[src/rtl/riscv_ctrl_pkg.sv]
// Shared opcode, state and decode-control definitions for the multi-cycle
// RV32 control sequencer.
package riscv_ctrl_pkg;

   localparam int unsigned OPC_W    = 7;
   localparam int unsigned ALUOP_W  = 2;
   localparam int unsigned RWSEL_W  = 2;

   localparam logic [OPC_W-1:0] R_TYPE = 7'b0110011;
   localparam logic [OPC_W-1:0] I_TYPE = 7'b0010011;
   localparam logic [OPC_W-1:0] U_TYPE = 7'b0110111;
   localparam logic [OPC_W-1:0] LW     = 7'b0000011;
   localparam logic [OPC_W-1:0] SW     = 7'b0100011;
   localparam logic [OPC_W-1:0] BR     = 7'b1100011;
   localparam logic [OPC_W-1:0] JAL    = 7'b1101111;
   localparam logic [OPC_W-1:0] JALR   = 7'b1100111;
   localparam logic [OPC_W-1:0] HALT   = 7'b0000001;

   localparam logic [ALUOP_W-1:0] ALUOP_MEM   = 2'b00;
   localparam logic [ALUOP_W-1:0] ALUOP_BR    = 2'b01;
   localparam logic [ALUOP_W-1:0] ALUOP_ARITH = 2'b10;
   localparam logic [ALUOP_W-1:0] ALUOP_UPPER = 2'b11;

   localparam logic [RWSEL_W-1:0] RW_ALU = 2'b00;
   localparam logic [RWSEL_W-1:0] RW_PC4 = 2'b01;
   localparam logic [RWSEL_W-1:0] RW_IMM = 2'b11;

   typedef enum logic [2:0] {
      FETCH  = 3'd0,
      DECODE = 3'd1,
      EXEC   = 3'd2,
      MEM    = 3'd3,
      WB     = 3'd4,
      HALTED = 3'd5
   } state_t;

   typedef struct packed {
      logic               alu_src;
      logic               mem_to_reg;
      logic [ALUOP_W-1:0] alu_op;
      logic               branch;
      logic [RWSEL_W-1:0] rw_sel;
      logic               jalr_sel;
   } dec_ctrl_t;

   // Opcodes that execute normally (HALT is handled separately).
   function automatic logic is_known(input logic [OPC_W-1:0] opc);
      logic known;
      case (opc)
         R_TYPE, I_TYPE, U_TYPE, LW, SW, BR, JAL, JALR: known = 1'b1;
         default:                                       known = 1'b0;
      endcase
      return known;
   endfunction

endpackage

[src/rtl/multicycle_ctrl_if.sv]
// Control bus between the IR/memory port and the multi-cycle sequencer.
interface multicycle_ctrl_if;
   import riscv_ctrl_pkg::*;

   logic [OPC_W-1:0]   Opcode;
   logic               mem_ready;
   logic               IRWrite;
   logic               PCWrite;
   logic               RegWrite;
   logic               MemRead;
   logic               MemWrite;
   logic               ALUSrc;
   logic               MemtoReg;
   logic [ALUOP_W-1:0] ALUOp;
   logic               Branch;
   logic [RWSEL_W-1:0] RW_selec;
   logic               jalr_selec;
   logic               halted;
   logic               illegal;

   modport master (
      input  Opcode, mem_ready,
      output IRWrite, PCWrite, RegWrite, MemRead, MemWrite,
             ALUSrc, MemtoReg, ALUOp, Branch, RW_selec, jalr_selec,
             halted, illegal
   );

   modport slave (
      output Opcode, mem_ready,
      input  IRWrite, PCWrite, RegWrite, MemRead, MemWrite,
             ALUSrc, MemtoReg, ALUOp, Branch, RW_selec, jalr_selec,
             halted, illegal
   );
endinterface

[src/rtl/ctrl_decode.sv]
// Combinational map from the latched opcode to the held datapath controls.
module ctrl_decode
   import riscv_ctrl_pkg::*;
(
   input  logic [OPC_W-1:0] opc,
   output dec_ctrl_t        dec
);

   always_comb begin
      dec        = '0;
      dec.alu_op = ALUOP_MEM;
      dec.rw_sel = RW_ALU;
      case (opc)
         R_TYPE: dec.alu_op = ALUOP_ARITH;
         I_TYPE: begin
            dec.alu_src = 1'b1;
            dec.alu_op  = ALUOP_ARITH;
         end
         U_TYPE: begin
            dec.alu_src = 1'b1;
            dec.alu_op  = ALUOP_UPPER;
            dec.rw_sel  = RW_IMM;
         end
         LW: begin
            dec.alu_src    = 1'b1;
            dec.mem_to_reg = 1'b1;
         end
         SW: dec.alu_src = 1'b1;
         BR: begin
            dec.alu_op = ALUOP_BR;
            dec.branch = 1'b1;
         end
         JAL: begin
            dec.alu_src = 1'b1;
            dec.alu_op  = ALUOP_UPPER;
            dec.branch  = 1'b1;
            dec.rw_sel  = RW_PC4;
         end
         JALR: begin
            dec.alu_src  = 1'b1;
            dec.alu_op   = ALUOP_ARITH;
            dec.branch   = 1'b1;
            dec.rw_sel   = RW_PC4;
            dec.jalr_sel = 1'b1;
         end
         HALT:    dec.alu_op = ALUOP_UPPER;
         default: ;
      endcase
   end

endmodule

[src/rtl/multicycle_ctrl.sv]
// Multi-cycle FETCH/DECODE/EXEC/MEM/WB sequencer driving the shared RV32
// datapath strobes and held decode controls.
module multicycle_ctrl
   import riscv_ctrl_pkg::*;
(
   input  logic               clk,
   input  logic               reset,
   multicycle_ctrl_if.master  bus
);

   state_t           state_q, state_d;
   logic [OPC_W-1:0] opc_q, opc_d;
   dec_ctrl_t        dec;
   logic             dec_en;

   logic ir_write, pc_write, reg_write, mem_read, mem_write, illegal_p, halted_p;

   ctrl_decode u_decode (
      .opc (opc_q),
      .dec (dec)
   );

   // Next state and per-state strobes; mem_ready only matters in FETCH/MEM.
   always_comb begin
      state_d   = state_q;
      opc_d     = opc_q;
      ir_write  = 1'b0;
      pc_write  = 1'b0;
      reg_write = 1'b0;
      mem_read  = 1'b0;
      mem_write = 1'b0;
      illegal_p = 1'b0;
      halted_p  = 1'b0;
      case (state_q)
         FETCH: begin
            mem_read = 1'b1;
            if (bus.mem_ready) begin
               ir_write = 1'b1;
               state_d  = DECODE;
            end
         end
         DECODE: begin
            opc_d = bus.Opcode;
            if (bus.Opcode == HALT) begin
               state_d = HALTED;
            end else if (is_known(bus.Opcode)) begin
               state_d = EXEC;
            end else begin
               illegal_p = 1'b1;
               pc_write  = 1'b1;
               state_d   = FETCH;
            end
         end
         EXEC: begin
            if (opc_q == LW || opc_q == SW) begin
               state_d = MEM;
            end else if (opc_q == BR) begin
               pc_write = 1'b1;
               state_d  = FETCH;
            end else begin
               state_d = WB;
            end
         end
         MEM: begin
            mem_read  = (opc_q == LW);
            mem_write = (opc_q != LW);
            if (bus.mem_ready) begin
               if (opc_q == LW) begin
                  state_d = WB;
               end else begin
                  pc_write = 1'b1;
                  state_d  = FETCH;
               end
            end
         end
         WB: begin
            reg_write = 1'b1;
            pc_write  = 1'b1;
            state_d   = FETCH;
         end
         HALTED:  halted_p = 1'b1;
         default: state_d = FETCH;
      endcase
   end

   always_ff @(posedge clk or posedge reset) begin
      if (reset) begin
         state_q <= FETCH;
         opc_q   <= '0;
      end else begin
         state_q <= state_d;
         opc_q   <= opc_d;
      end
   end

   // Held controls live from EXEC to the end of the instruction; reset
   // blanks every output immediately, without waiting for a clock edge.
   assign dec_en = !reset && (state_q == EXEC || state_q == MEM || state_q == WB);

   assign bus.IRWrite    = ir_write  & ~reset;
   assign bus.PCWrite    = pc_write  & ~reset;
   assign bus.RegWrite   = reg_write & ~reset;
   assign bus.MemRead    = mem_read  & ~reset;
   assign bus.MemWrite   = mem_write & ~reset;
   assign bus.illegal    = illegal_p & ~reset;
   assign bus.halted     = halted_p  & ~reset;

   assign bus.ALUSrc     = dec_en & dec.alu_src;
   assign bus.MemtoReg   = dec_en & dec.mem_to_reg;
   assign bus.ALUOp      = dec_en ? dec.alu_op : ALUOP_W'(0);
   assign bus.Branch     = dec_en & dec.branch;
   assign bus.RW_selec   = dec_en ? dec.rw_sel : RWSEL_W'(0);
   assign bus.jalr_selec = dec_en & dec.jalr_sel;

endmodule

[src/flat_wrapper.sv]
// flat-port wrapper written by rule: the top's interface ports become plain ports
module multicycle_ctrl_flat import riscv_ctrl_pkg::*;
  (clk, reset, bus_Opcode, bus_mem_ready, bus_IRWrite, bus_PCWrite, bus_RegWrite, bus_MemRead, bus_MemWrite, bus_ALUSrc, bus_MemtoReg, bus_ALUOp, bus_Branch, bus_RW_selec, bus_jalr_selec, bus_halted, bus_illegal);
  multicycle_ctrl_if bus_i ();
  input  logic clk;
  input  logic reset;
  input wire logic [$bits(bus_i.Opcode)-1:0] bus_Opcode;
  input wire logic [$bits(bus_i.mem_ready)-1:0] bus_mem_ready;
  output wire logic [$bits(bus_i.IRWrite)-1:0] bus_IRWrite;
  output wire logic [$bits(bus_i.PCWrite)-1:0] bus_PCWrite;
  output wire logic [$bits(bus_i.RegWrite)-1:0] bus_RegWrite;
  output wire logic [$bits(bus_i.MemRead)-1:0] bus_MemRead;
  output wire logic [$bits(bus_i.MemWrite)-1:0] bus_MemWrite;
  output wire logic [$bits(bus_i.ALUSrc)-1:0] bus_ALUSrc;
  output wire logic [$bits(bus_i.MemtoReg)-1:0] bus_MemtoReg;
  output wire logic [$bits(bus_i.ALUOp)-1:0] bus_ALUOp;
  output wire logic [$bits(bus_i.Branch)-1:0] bus_Branch;
  output wire logic [$bits(bus_i.RW_selec)-1:0] bus_RW_selec;
  output wire logic [$bits(bus_i.jalr_selec)-1:0] bus_jalr_selec;
  output wire logic [$bits(bus_i.halted)-1:0] bus_halted;
  output wire logic [$bits(bus_i.illegal)-1:0] bus_illegal;
  assign bus_i.Opcode = bus_Opcode;
  assign bus_i.mem_ready = bus_mem_ready;
  assign bus_IRWrite = bus_i.IRWrite;
  assign bus_PCWrite = bus_i.PCWrite;
  assign bus_RegWrite = bus_i.RegWrite;
  assign bus_MemRead = bus_i.MemRead;
  assign bus_MemWrite = bus_i.MemWrite;
  assign bus_ALUSrc = bus_i.ALUSrc;
  assign bus_MemtoReg = bus_i.MemtoReg;
  assign bus_ALUOp = bus_i.ALUOp;
  assign bus_Branch = bus_i.Branch;
  assign bus_RW_selec = bus_i.RW_selec;
  assign bus_jalr_selec = bus_i.jalr_selec;
  assign bus_halted = bus_i.halted;
  assign bus_illegal = bus_i.illegal;
  multicycle_ctrl u_core (.clk(clk), .reset(reset), .bus(bus_i));
endmodule
[config.mk]
export PLATFORM = sky130hd
export DESIGN_NAME = multicycle_ctrl_flat
export DESIGN_NICKNAME = d
export VERILOG_FILES = /design/src/rtl/riscv_ctrl_pkg.sv /design/src/rtl/multicycle_ctrl_if.sv /design/src/rtl/ctrl_decode.sv /design/src/rtl/multicycle_ctrl.sv /design/src/flat_wrapper.sv
export SDC_FILE = /design/constraint.sdc
export NUM_CORES = 1
export LEC_CHECK = 0
export ABC_AREA = 1
export CORE_MARGIN = 8
export CORE_UTILIZATION = 30
export CTS_CLUSTER_SIZE = 20
export DETAILED_ROUTE_END_ITERATION = 10
export GPL_ROUTABILITY_DRIVEN = 0
export PLACE_DENSITY = 0.55
export SETUP_SLACK_MARGIN = 0.3
export SYNTH_ARGS = -nofsm -noshare
export SYNTH_HDL_FRONTEND = slang
export SYNTH_HIERARCHICAL = 1
export SYNTH_SLANG_ARGS = --single-unit
[constraint.sdc]
create_clock -name clk -period 1.9 [get_ports clk]
set_clock_uncertainty 0.1 [all_clocks]
set_input_delay 0.19 -clock clk [delete_from_list [all_inputs] [get_ports clk]]
set_output_delay 0.19 -clock clk [all_outputs]
set_load 0.01 [all_outputs]
## After elaboration in Yosys (flattened, before gate mapping)

Index checks and enable logic that the tools add are counted.
W data, S select, Z words.

| cells by class | value |
|---|---|
| eq/ne operators | 26 |
| mux-type cells | 33 |
| bitwise operators | 13 |
| reduce and logical (&&, ||, !) cells | 13 |

Operator list:

| kind | count |
|---|---|
| $eq A7 B6 Y1 const B | 6 |
| $eq A7 B7 Y1 const B | 6 |
| $mux W1 | 19 |
| $mux W3 | 6 |
| $pmux W3 S5 | 1 |
| $eq A7 B1 Y1 const B | 2 |
| $eq A7 B2 Y1 const B | 2 |
| $eq A7 B5 Y1 const B | 2 |
| $and A1 B1 Y1 | 11 |
| $reduce_or A3 Y1 | 3 |
| $reduce_or A8 Y1 | 1 |
| $ne A7 B2 Y1 const B | 1 |
| $eq A3 B2 Y1 const B | 2 |
| $eq A3 B3 Y1 const B | 2 |
| $mux W2 | 3 |
| $pmux W2 S3 | 1 |
| $reduce_or A6 Y1 | 1 |
| $ne A2 B2 Y1 const B | 2 |
| $pmux W1 S4 | 1 |
| $pmux W2 S2 | 1 |
| $eq A3 B1 Y1 const B | 1 |
| $logic_not A3 Y1 | 1 |
| $logic_or A1 B1 Y1 | 3 |
| $reduce_and A3 Y1 | 1 |
| other kinds (5) | 6 |

| word-level totals | value |
|---|---|
| bits in registers | 10 |
| input port bits | 10 |
| word-level logic and storage cells | 87 |

## Longest topological paths before layout

Gate-level depths: netlist of run 1.

| depth | value |
|---|---|
| word-level depth | 9 |
| depth in mapped cells | 10 |

## Hierarchy

Netlist of run 1, hierarchy kept.

By module, submodules not included:

| module | times used | cells each | area an instance (um^2) |
|---|---|---|---|
| multicycle_ctrl | 1 | 123 | 754.5 |
| ctrl_decode | 1 | 39 | 178.9 |

## Worst setup path after synthesis of run 1

Ideal clock, no wire load.

| path | value |
|---|---|
| path kind | register -> output |
| from | register u_core.state_q[1] |
| to | output port bus_ALUOp[0] |
| data arrival time | 1.222 ns |
| data required time | 1.610 ns |
| slack | 0.388 ns |
| stages on the path, launching flop included | 5 |
| path through | dfrtp_1 > or2_1 > nor3_4 > a31oi_4 > nor2_1 |

| on the way | value |
|---|---|
| word-level cells in the longest chain between the ends | 5 |
| elaborated cells on any way between the ends | 7 |
| classes of those cells | 3 x eq/ne; 1 x mux; 3 x reduce/logical |

Ends and longest elaborated chain:

| element | RTL line | text |
|---|---|---|
| from (decl) | multicycle_ctrl.sv:11 | `state_t state_q, state_d;` |
| from (signal assigned) | multicycle_ctrl.sv:91 | `state_q <= state_d;` |
| $eq A3 B2 Y1 | multicycle_ctrl.sv:98 | `assign dec_en = !reset && (state_q == EXEC \|\| state_q == MEM \|\| state_q == WB);` |
| $logic_or A1 B1 Y1 | multicycle_ctrl.sv:98 |  |
| $logic_or A1 B1 Y1 (*) | multicycle_ctrl.sv:98 |  |
| $logic_and A1 B1 Y1 (*) | multicycle_ctrl.sv:98 |  |
| $mux W2 (*) | multicycle_ctrl.sv:110 | `assign bus.ALUOp = dec_en ? dec.alu_op : ALUOP_W'(0);` |
| to (decl) | flat_wrapper.sv:16 | `output wire logic [$bits(bus_i.ALUOp)-1:0] bus_ALUOp;` |

Mark *: on every way between the ends. The rest lies on a longest branch, timed or not.

## Worst setup path in the final report of run 1

| path | value |
|---|---|
| from | register u_core.state_q[0] |
| to | output port bus_ALUOp[0] |

Same word-level chain as after synthesis.

==> results.sh, run 1 <==
export IMPL_status="completed"
export IMPL_syn_area_per_cell_um2=5.762
export IMPL_drt_iter0_drc=22
export IMPL_finalSetupTns_ns=0
export IMPL_ys_seq_area_share_pct=26.81
export IMPL_worstPathRequired_ns=1.61
export IMPL_ys_seq_elements=10
export IMPL_hpwl_um=2155
export IMPL_start_util_pct=31.08
export IMPL_route_detailed_wl_per_inst_um=10.72
export IMPL_synth_net_count=172
export IMPL_cts_path_max_buffers=2
export IMPL_vias=1174
export IMPL_final_cell_mix="nand2_1, buf_4, inv_1"
export IMPL_clkTransAtPathRegs_ns=0.07
export IMPL_design_area_um2=1590
export IMPL_portBuffers=24
export IMPL_numCtsBuffers=3
export IMPL_die_h_um=71.78
export IMPL_grt_overflow=0
export IMPL_hold_path_class="primary input to asynchronous set/reset pin"
export IMPL_dr_pass1_iters=4
export IMPL_finalMaxSlewViolations=0
export IMPL_rsz0062_at_grt="yes"
export IMPL_grt_pass1_vias=1150
export IMPL_grt_max_degree=12
export IMPL_viasPerCell=4.550
export IMPL_ys_types=19
export IMPL_timing_hold_ws_ns=0.3097
export IMPL_p_per_area_nw_per_um2=1027
export IMPL_cellLeakagePower_nw=0.8287
export IMPL_die_area_um2=5152
export IMPL_clock_root_buffer="clkbuf_4"
export IMPL_route_detailed_drc=0
export IMPL_gr_usage_all_layers_pct=10.94
export IMPL_io_pin_count=25
export IMPL_htree_num_levels=1
export IMPL_fin_crit_sh_pct=97.12
export IMPL_final_util_pct=52.96
export IMPL_antenna_found_initial=0
export IMPL_path_class="register to output pin"
export IMPL_maxSlewHeadroom_pct=81.97
export IMPL_num_antenna_cells=0
export IMPL_pre_cts_slack_ns=-0.1640
export IMPL_hold_viol=0
export IMPL_period_needed_ns=1.845
export IMPL_die_w_um=71.78
export IMPL_fmax_ghz=0.5419
export IMPL_sequentialPowerShare_pct=26.5
export IMPL_ir_drop_mv=0.5295
export IMPL_netlist_area_um2=933.4
export IMPL_clock_latency_ns=0.26
export IMPL_critical_path_max_fanout=8
export IMPL_drive_gt1_share_pct=41.33
export IMPL_coreArea_um2=3003
export IMPL_fillers=293
export IMPL_cp_end_kind="output pin"
export IMPL_clock_sinks=10
export IMPL_drv_max_cap_violation_count=0
export IMPL_critical_path_arrival_ns=1.56
export IMPL_routed_wl_um=2767
export IMPL_row_count=20
export IMPL_final_common_cell="nand2_1"
export IMPL_setup_viol=0
export IMPL_final_antenna_net_count=0
export IMPL_synthToLayoutAreaGrowth_pct=70.38
export IMPL_power_switching_mw=0.7383
export IMPL_layout_nets=236
export IMPL_p_clk_share_pct=11.6
export IMPL_syn_inst=162
export IMPL_post_dp_cell_area_um2=1393
export IMPL_p_sw_share_pct=45.21
export IMPL_worst_slew_pin_slew_ns=0.2704
export IMPL_combinationalPowerShare_pct=61.9
export IMPL_grt_pass1_wl_um=4754
export IMPL_worst_slack_ns=0.05468
export IMPL_yosysWarnings=6
export IMPL_tritoncts="done"
export IMPL_p_int_mw=0.8947
export IMPL_critPathLaunchType="register"
export IMPL_ctsHoldBuffers=0
synth_stat cells:
cell      count  area [µm²]
o211ai_1      1       7.510
nor4_1        1       6.260
a21oi_1       3       15.01
nor3_4        3       48.80
inv_4         1       6.260
o21ai_1       2       10.01
o21ai_0       3       15.01
inv_2         3       11.26
or2_1         1       6.260
o21ai_2       1       8.760
a31oi_4       1       21.27
nor2_1       30       112.6
dfrtp_1      10       250.2
nor2_2        2       12.51
nand2_1      50       187.7
nor3_1        4       20.02
nand4_1       3       18.77
nand3_1      11       55.05
inv_1        32       120.1
power groups by stage:
stage	logic, mW	registers (mW)	clock network [mW]
global placement	0.770	0.423	0
global route	1.13	0.450	0.209
detailed placement	0.773	0.430	0
finish	1.01	0.432	0.190
floorplan	0.472	0.401	0
CTS	0.902	0.427	0.197
cells by family after synthesis:
logic type	Yosys count	share of synthesized area [%]
flip-flops	10	26.81
buffers and inverters	36	14.75
AND/OR/NAND/NOR	105	50.14
AO/OA/AOI/OAI	11	8.311
area by class of cell:
class	count	area, µm²	area share, %
clock buffer	4	36.28	2.282
inverter	36	137.6	8.655
multi-input combinational	116	645.6	40.60
sequential	10	254.0	15.97
tap	33	41.29	2.596
timing repair buffer	59	475.5	29.90
routing by layer:
metal,up-vias,wire length [µm],GRT usage (%)
met2,19,1457,20.34
li1,625,-,-
met3,2,53,1.255
met4,0,24,4.308
met1,528,1232,12.21
met5,-,0,0
sequential cells by signal, indices dropped and copies added (netlist names):
| register | cells |
|---|---|
| u_core/state_q | 3 |
| u_core/opc_q | 7 |
worst paths after layout:
path / startpoint / end / slack [ns] / depth (start not counted)
setup / recovery: u_core/state_q[0] / bus_ALUOp[0] / 0.05 / 6
hold / removal: reset / u_core/state_q[0] / 0.31 / 3
setup reg to reg: u_core/state_q[0] / u_core/state_q[2] / 0.40 / 8
hold reg to reg: u_core/opc_q[1] / u_core/opc_q[1] / 0.47 / 2
max in group asynchronous: reset / u_core/opc_q[3] / 1.23 / 3
min in group clk: bus_Opcode[0] / u_core/opc_q[0] / 0.45 / 3
stage by stage:
step                      power (mW)  cells
after global placement         1.192    241
after global routing           1.791    258
final                          1.633    258
after CTS                      1.525    255
after floorplan               0.8723    162
after detailed placement       1.203    241
critical path, stage by stage (launching register included):
cell,delay [ns]
dfrtp_1,0.41
or2_4,0.29
nor3_4,0.15
buf_6,0.13
a31oi_4,0.05
nor2_1,0.12
buf_2,0.14
timing repair:
item,CTS,global route
gates resized for setup,79,25
pin swaps,11,10
endpoints found under the hold margin,0,0
setup endpoints to repair,15,17
setup buffers,10,3
(Power assumes the default switching activity.)
==> run 2: changes to the inputs <==
PLACE_DENSITY = 0.56   (was 0.55)
SYNTH_HIERARCHICAL = default   (was 1)
==> results.sh, run 2 <==
export IMPL_critical_path_arrival_ns=1.52
export IMPL_synth_simple_gate_area_share_pct=48.63
export IMPL_final_cell_mix="nand2_1, buf_4, nor2_1"
export IMPL_grt_pass1_vias=987
export IMPL_async_reset_ff_share_pct=100.0
export IMPL_grt_overflow=0
export IMPL_vias=1072
export IMPL_syn_area_per_cell_um2=6.009
export IMPL_finalMaxSlewViolations=0
export IMPL_die_w_um=68.39
export IMPL_synthAdderAreaFrac_pct=0
export IMPL_clkTransAtPathRegs_ns=0.07
export IMPL_status="completed"
export IMPL_design_area_um2=1510
export IMPL_hold_path_class="primary input to asynchronous set/reset pin"
export IMPL_gr_usage_all_layers_pct=10.93
export IMPL_synthMuxAreaShare_pct=0
export IMPL_power_switching_mw=0.6938
export IMPL_synth_common_cells="nand2_1, nor2_1, inv_1, dfrtp_1, nand3_1"
export IMPL_final_common_cell="nand2_1"
export IMPL_finalSetupTns_ns=0
export IMPL_tritoncts="done"
export IMPL_grt_max_degree=15
export IMPL_syn_inst=137
export IMPL_row_count=19
export IMPL_reg2reg_depth=10
export IMPL_drive_gt1_share_pct=53.81
export IMPL_combinationalPowerShare_pct=62.4
export IMPL_ys_seq_elements=10
export IMPL_synth_compound_area_share_pct=8.967
export IMPL_viasPerCell=4.702
export IMPL_layout_nets=208
export IMPL_ir_drop_mv=0.5816
export IMPL_ys_types=20
export IMPL_largest_reg_flops=7
export IMPL_fin_crit_sh_pct=95.00
export IMPL_worst_slack_ns=0.09493
export IMPL_route_detailed_wl_per_inst_um=11.32
export IMPL_htree_num_levels=1
export IMPL_drt_iter0_drc=54
export IMPL_ys_seq_area_share_pct=30.40
export IMPL_portBuffers=24
export IMPL_cellLeakagePower_nw=0.7657
export IMPL_grt_pass1_wl_um=4002
export IMPL_regToRegSetupSlack_ns=0.39
export IMPL_fmax_ghz=0.5540
export IMPL_num_antenna_cells=0
export IMPL_clock_latency_ns=0.27
export IMPL_dr_pass1_iters=4
export IMPL_sequentialPowerShare_pct=25.5
export IMPL_p_sw_share_pct=43.74
export IMPL_route_detailed_drc=0
export IMPL_routed_wl_um=2581
export IMPL_final_antenna_net_count=0
export IMPL_synth_xor_area_share_pct=0
export IMPL_synth_net_count=147
export IMPL_yosys_area_top_type="dfrtp_1"
export IMPL_p_clk_share_pct=12.1
export IMPL_regMostFlops="u_core.opc_q"
export IMPL_start_util_pct=30.65
export IMPL_critPathLaunchType="register"
export IMPL_hold_viol=0
export IMPL_yosysMostFrequentCell="nand2_1"
export IMPL_clock_root_buffer="clkbuf_4"
export IMPL_drv_max_cap_violation_count=0
export IMPL_synth_edff_count=0
export IMPL_critical_path_max_fanout=4
export IMPL_coreArea_um2=2686
export IMPL_synthToLayoutAreaGrowth_pct=83.43
export IMPL_numCtsBuffers=3
export IMPL_timing_hold_ws_ns=0.3500
export IMPL_p_per_area_nw_per_um2=1050
export IMPL_post_dp_cell_area_um2=1236
export IMPL_clock_sinks=10
export IMPL_worstReg2RegEnd="u_core.state_q[2]"
export IMPL_io_pin_count=25
export IMPL_synth_top_family_by_area="simple AND/OR/NAND/NOR gates"
export IMPL_netlist_area_um2=823.3
export IMPL_final_util_pct=56.22
export IMPL_netlist_top_cells_area="dfrtp_1, nand2_1, nor2_1"
export IMPL_maxSlewHeadroom_pct=87.37
export IMPL_p_int_mw=0.8923
export IMPL_cts_path_max_buffers=2
export IMPL_hpwl_um=1943
export IMPL_yosysWarnings=0
export IMPL_rsz0062_at_grt="yes"
export IMPL_cp_end_kind="output pin"
export IMPL_die_h_um=68.39
export IMPL_top_regs="u_core.opc_q: 7 flops, u_core.state_q: 3 flops"
export IMPL_worst_slew_pin_slew_ns=0.1888
export IMPL_path_class="register to output pin"
export IMPL_pre_cts_slack_ns=-0.1703
export IMPL_synth_top_area_share_pct=30.40
export IMPL_worstPathRequired_ns=1.61
export IMPL_setup_viol=0
export IMPL_r2r_start="u_core.state_q[0]"
export IMPL_die_area_um2=4677
export IMPL_antenna_found_initial=0
export IMPL_ys_flop_type="dfrtp_1"
export IMPL_period_needed_ns=1.805
run 2: metrics by stage:
step           power (mW)  instances
4_1_cts             1.431        224
3_3_place_gp        1.060        209
3_5_place_dp        1.067        209
6_report            1.586        228
2_1_floorplan      0.7892        137
5_1_grt             1.715        228
run 2: worst max path at each step:
stage	slack, ns	to	cells after the start	start
after global placement	-0.15	bus_PCWrite	11	bus_Opcode[6]
after global routing	0.02	bus_ALUOp[1]	7	u_core.opc_q[4]
after floorplan	0.50	bus_Branch	5	u_core.state_q[1]
final	0.09	bus_ALUOp[0]	7	u_core.state_q[1]
after detailed placement	-0.17	bus_PCWrite	11	bus_Opcode[5]
after CTS	0.08	bus_RW_selec[1]	7	u_core.state_q[0]
run 2: kinds of logic after synthesis:
group           Yosys count
simple gates             88
flops                    10
compound gates           13
buf+inv                  26
run 2: layout make-up:
cell class / instances / area, µm²
Inverter: 24 / 97.59
Tap cell: 31 / 38.79
Clock buffer: 4 / 36.28
Fill cell: 260 / 1176
Multi-Input combinational cell: 101 / 615.6
Sequential cell: 10 / 255.2
Timing Repair Buffer: 58 / 466.7
run 2: timing repair:
action,CTS,global route
hold endpoints to repair,0,0
hold buffers,0,0
buffers inserted,11,4
setup endpoints to repair,15,15
pin swaps,13,24
cloned,0,0
gates resized for setup,79,35
run 2: power groups by stage:
| stage | sequential (mW) | combinational (mW) | clock, mW |
|---|---|---|---|
| after floorplan | 0.366 | 0.423 | 0 |
| after global placement | 0.377 | 0.683 | 0 |
| after detailed placement | 0.380 | 0.688 | 0 |
| after CTS | 0.382 | 0.854 | 0.195 |
| after global routing | 0.414 | 1.09 | 0.211 |
| final | 0.404 | 0.989 | 0.192 |
run 2: per-layer routing:
layer	share of wire, %	global-route usage, %	up-vias
met5	0	0	-
met4	2.1	5.371	0
met3	6.8	1.637	5
met2	47	19.16	31
met1	44	12.56	489
li1	-	-	547
run 2: worst max-delay path, cell delays in order, from the launching register on:
cell     delay [ns]
dfrtp_2        0.46
nor2_4         0.15
nand2_2        0.07
a21oi_2        0.14
buf_4          0.13
nand4_1        0.10
nand2_1        0.10
buf_6          0.10
==> run 3: changes to the inputs <==
CORE_ASPECT_RATIO = 0.5   (was default)
==> results.sh, run 3 (synthesis results as in run 2) <==
export IMPL_pre_cts_slack_ns=-0.1867
export IMPL_maxSlewHeadroom_pct=86.64
export IMPL_critical_path_max_fanout=2
export IMPL_drv_max_cap_violation_count=0
export IMPL_ir_drop_mv=0.4787
export IMPL_finalMaxSlewViolations=0
export IMPL_worst_slack_ns=0.01954
export IMPL_drt_iter0_drc=36
export IMPL_p_per_area_nw_per_um2=1121
export IMPL_holdCritStartpoint="bus_Opcode[5]"
export IMPL_clock_root_buffer="clkbuf_8"
export IMPL_slowest_delay_ns=0.42
export IMPL_critPathLaunch="u_core.state_q[1]"
export IMPL_cellLeakagePower_nw=0.8533
export IMPL_route_detailed_drc=0
export IMPL_fmax_ghz=0.5318
export IMPL_coreArea_um2=2603
export IMPL_synthToLayoutAreaGrowth_pct=94.53
export IMPL_timing_hold_ws_ns=0.2969
export IMPL_final_antenna_net_count=0
export IMPL_critPathSlowestCell="dfrtp_2"
export IMPL_tritoncts="done"
export IMPL_clock_sinks=10
export IMPL_num_antenna_cells=0
export IMPL_path_class="register to output pin"
export IMPL_regMostFlops="u_core.opc_q"
export IMPL_final_common_cell="buf_4"
export IMPL_drive_gt1_share_pct=53.11
export IMPL_portBuffers=24
export IMPL_largest_reg_flops=7
export IMPL_numCtsBuffers=3
export IMPL_die_w_um=90.09
export IMPL_clock_latency_ns=0.23
export IMPL_route_detailed_wl_per_inst_um=11.72
export IMPL_worstPathRequired_ns=1.61
export IMPL_critPathBufInv=3
export IMPL_grt_pass1_vias=1034
export IMPL_die_h_um=53.05
export IMPL_die_area_um2=4779
export IMPL_antenna_found_initial=0
export IMPL_fin_crit_sh_pct=98.97
export IMPL_critical_path_arrival_ns=1.59
export IMPL_grt_overflow=0
export IMPL_top_regs="u_core.opc_q: 7 flops, u_core.state_q: 3 flops"
export IMPL_worst_slew_pin_slew_ns=0.1996
export IMPL_final_cell_mix="buf_4, nand2_1, nor2_1"
export IMPL_hpwl_um=2013
export IMPL_hold_viol=0
export IMPL_status="completed"
export IMPL_fillers=253
export IMPL_critPathLaunchType="register"
export IMPL_start_util_pct=31.63
export IMPL_crit_path_frequent_cell="buf_4"
export IMPL_power_mw=1.795
export IMPL_crit_path_cell_trace="nor2_2 -> nand2_2 -> a21oi_2 -> buf_4 -> nand4_1 -> buf_4 -> nand2_1 -> buf_2"
export IMPL_rsz0062_at_grt="yes"
export IMPL_cts_path_max_buffers=2
export IMPL_gr_usage_all_layers_pct=11.50
export IMPL_dr_pass1_iters=4
export IMPL_hold_path_class="primary input to register"
export IMPL_row_count=13
export IMPL_crit_family="flip-flops"
export IMPL_routed_wl_um=2882
export IMPL_layout_nets=220
export IMPL_grt_pass1_wl_um=4457
export IMPL_clkTransAtPathRegs_ns=0.05
export IMPL_ctsHoldBuffers=0
export IMPL_htree_num_levels=1
export IMPL_period_needed_ns=1.880
export IMPL_io_pin_count=25
export IMPL_r2r_start="u_core.state_q[1]"
export IMPL_viasPerCell=4.386
export IMPL_grt_max_degree=15
export IMPL_cp_end_kind="output pin"
export IMPL_setup_viol=0
export IMPL_vias=1079
## run 3: worst min-delay path: cells and delay by family
| kind | cells | cell delay, ns |
|---|---|---|
| buffers and inverters | 1 | 0.26 |
| AND/OR/NAND/NOR | 1 | 0.07 |
| AO/OA/AOI/OAI | 1 | 0.06 |
## run 3: routing by layer
layer  global-route usage [%]  vias up  wire [µm]
met2                    21.55       22       1423
met1                    12.54      479       1321
met4                    4.360        0         22
li1                         -      576          -
met5                        0        -          0
met3                    3.239        2        115
## run 3: power by group
part           internal (mW)  switching [mW]
combinational          0.559           0.587
sequential             0.303          0.0853
clock                  0.182          0.0782
## run 3: worst paths after layout
check,slack (ns),cells after the start,to
worst max-delay path,0.02,8,bus_ALUOp[0]
worst min-delay path,0.30,3,u_core.opc_q[5]
worst max register to register,0.42,10,u_core.state_q[2]
worst min register to register,0.51,2,u_core.opc_q[1]
max in group asynchronous,1.15,4,u_core.state_q[1]
min in group asynchronous,0.39,4,u_core.state_q[2]
## run 3: area by class of cell
class                   count  area (µm²)  share of cell area [%]
well taps                  37       46.29                   2.891
multi-input cells         101       599.3                   37.42
repair buffers             70       556.8                   34.77
inverters                  24       92.59                   5.781
flip-flops and latches     10       251.5                   15.70
clock buffers               4       55.05                   3.437
## run 3: what timing repair did
item                       in CTS  in global routing
resized for setup              87                 18
setup buffers                  17                  8
setup endpoints to repair      15                 15
pin swaps                      16                 12
## run 3: through the flow
stage,cells,setup TNS [ns],util (%),cell area [µm²]
6_report,246,0,61.54,1602
3_3_place_gp,217,-0.6373,48.37,1259
5_1_grt,246,-0.1203,61.54,1602
3_5_place_dp,217,-0.7619,48.37,1259
2_1_floorplan,137,0,-,823.3
4_1_cts,238,0,57.93,1508
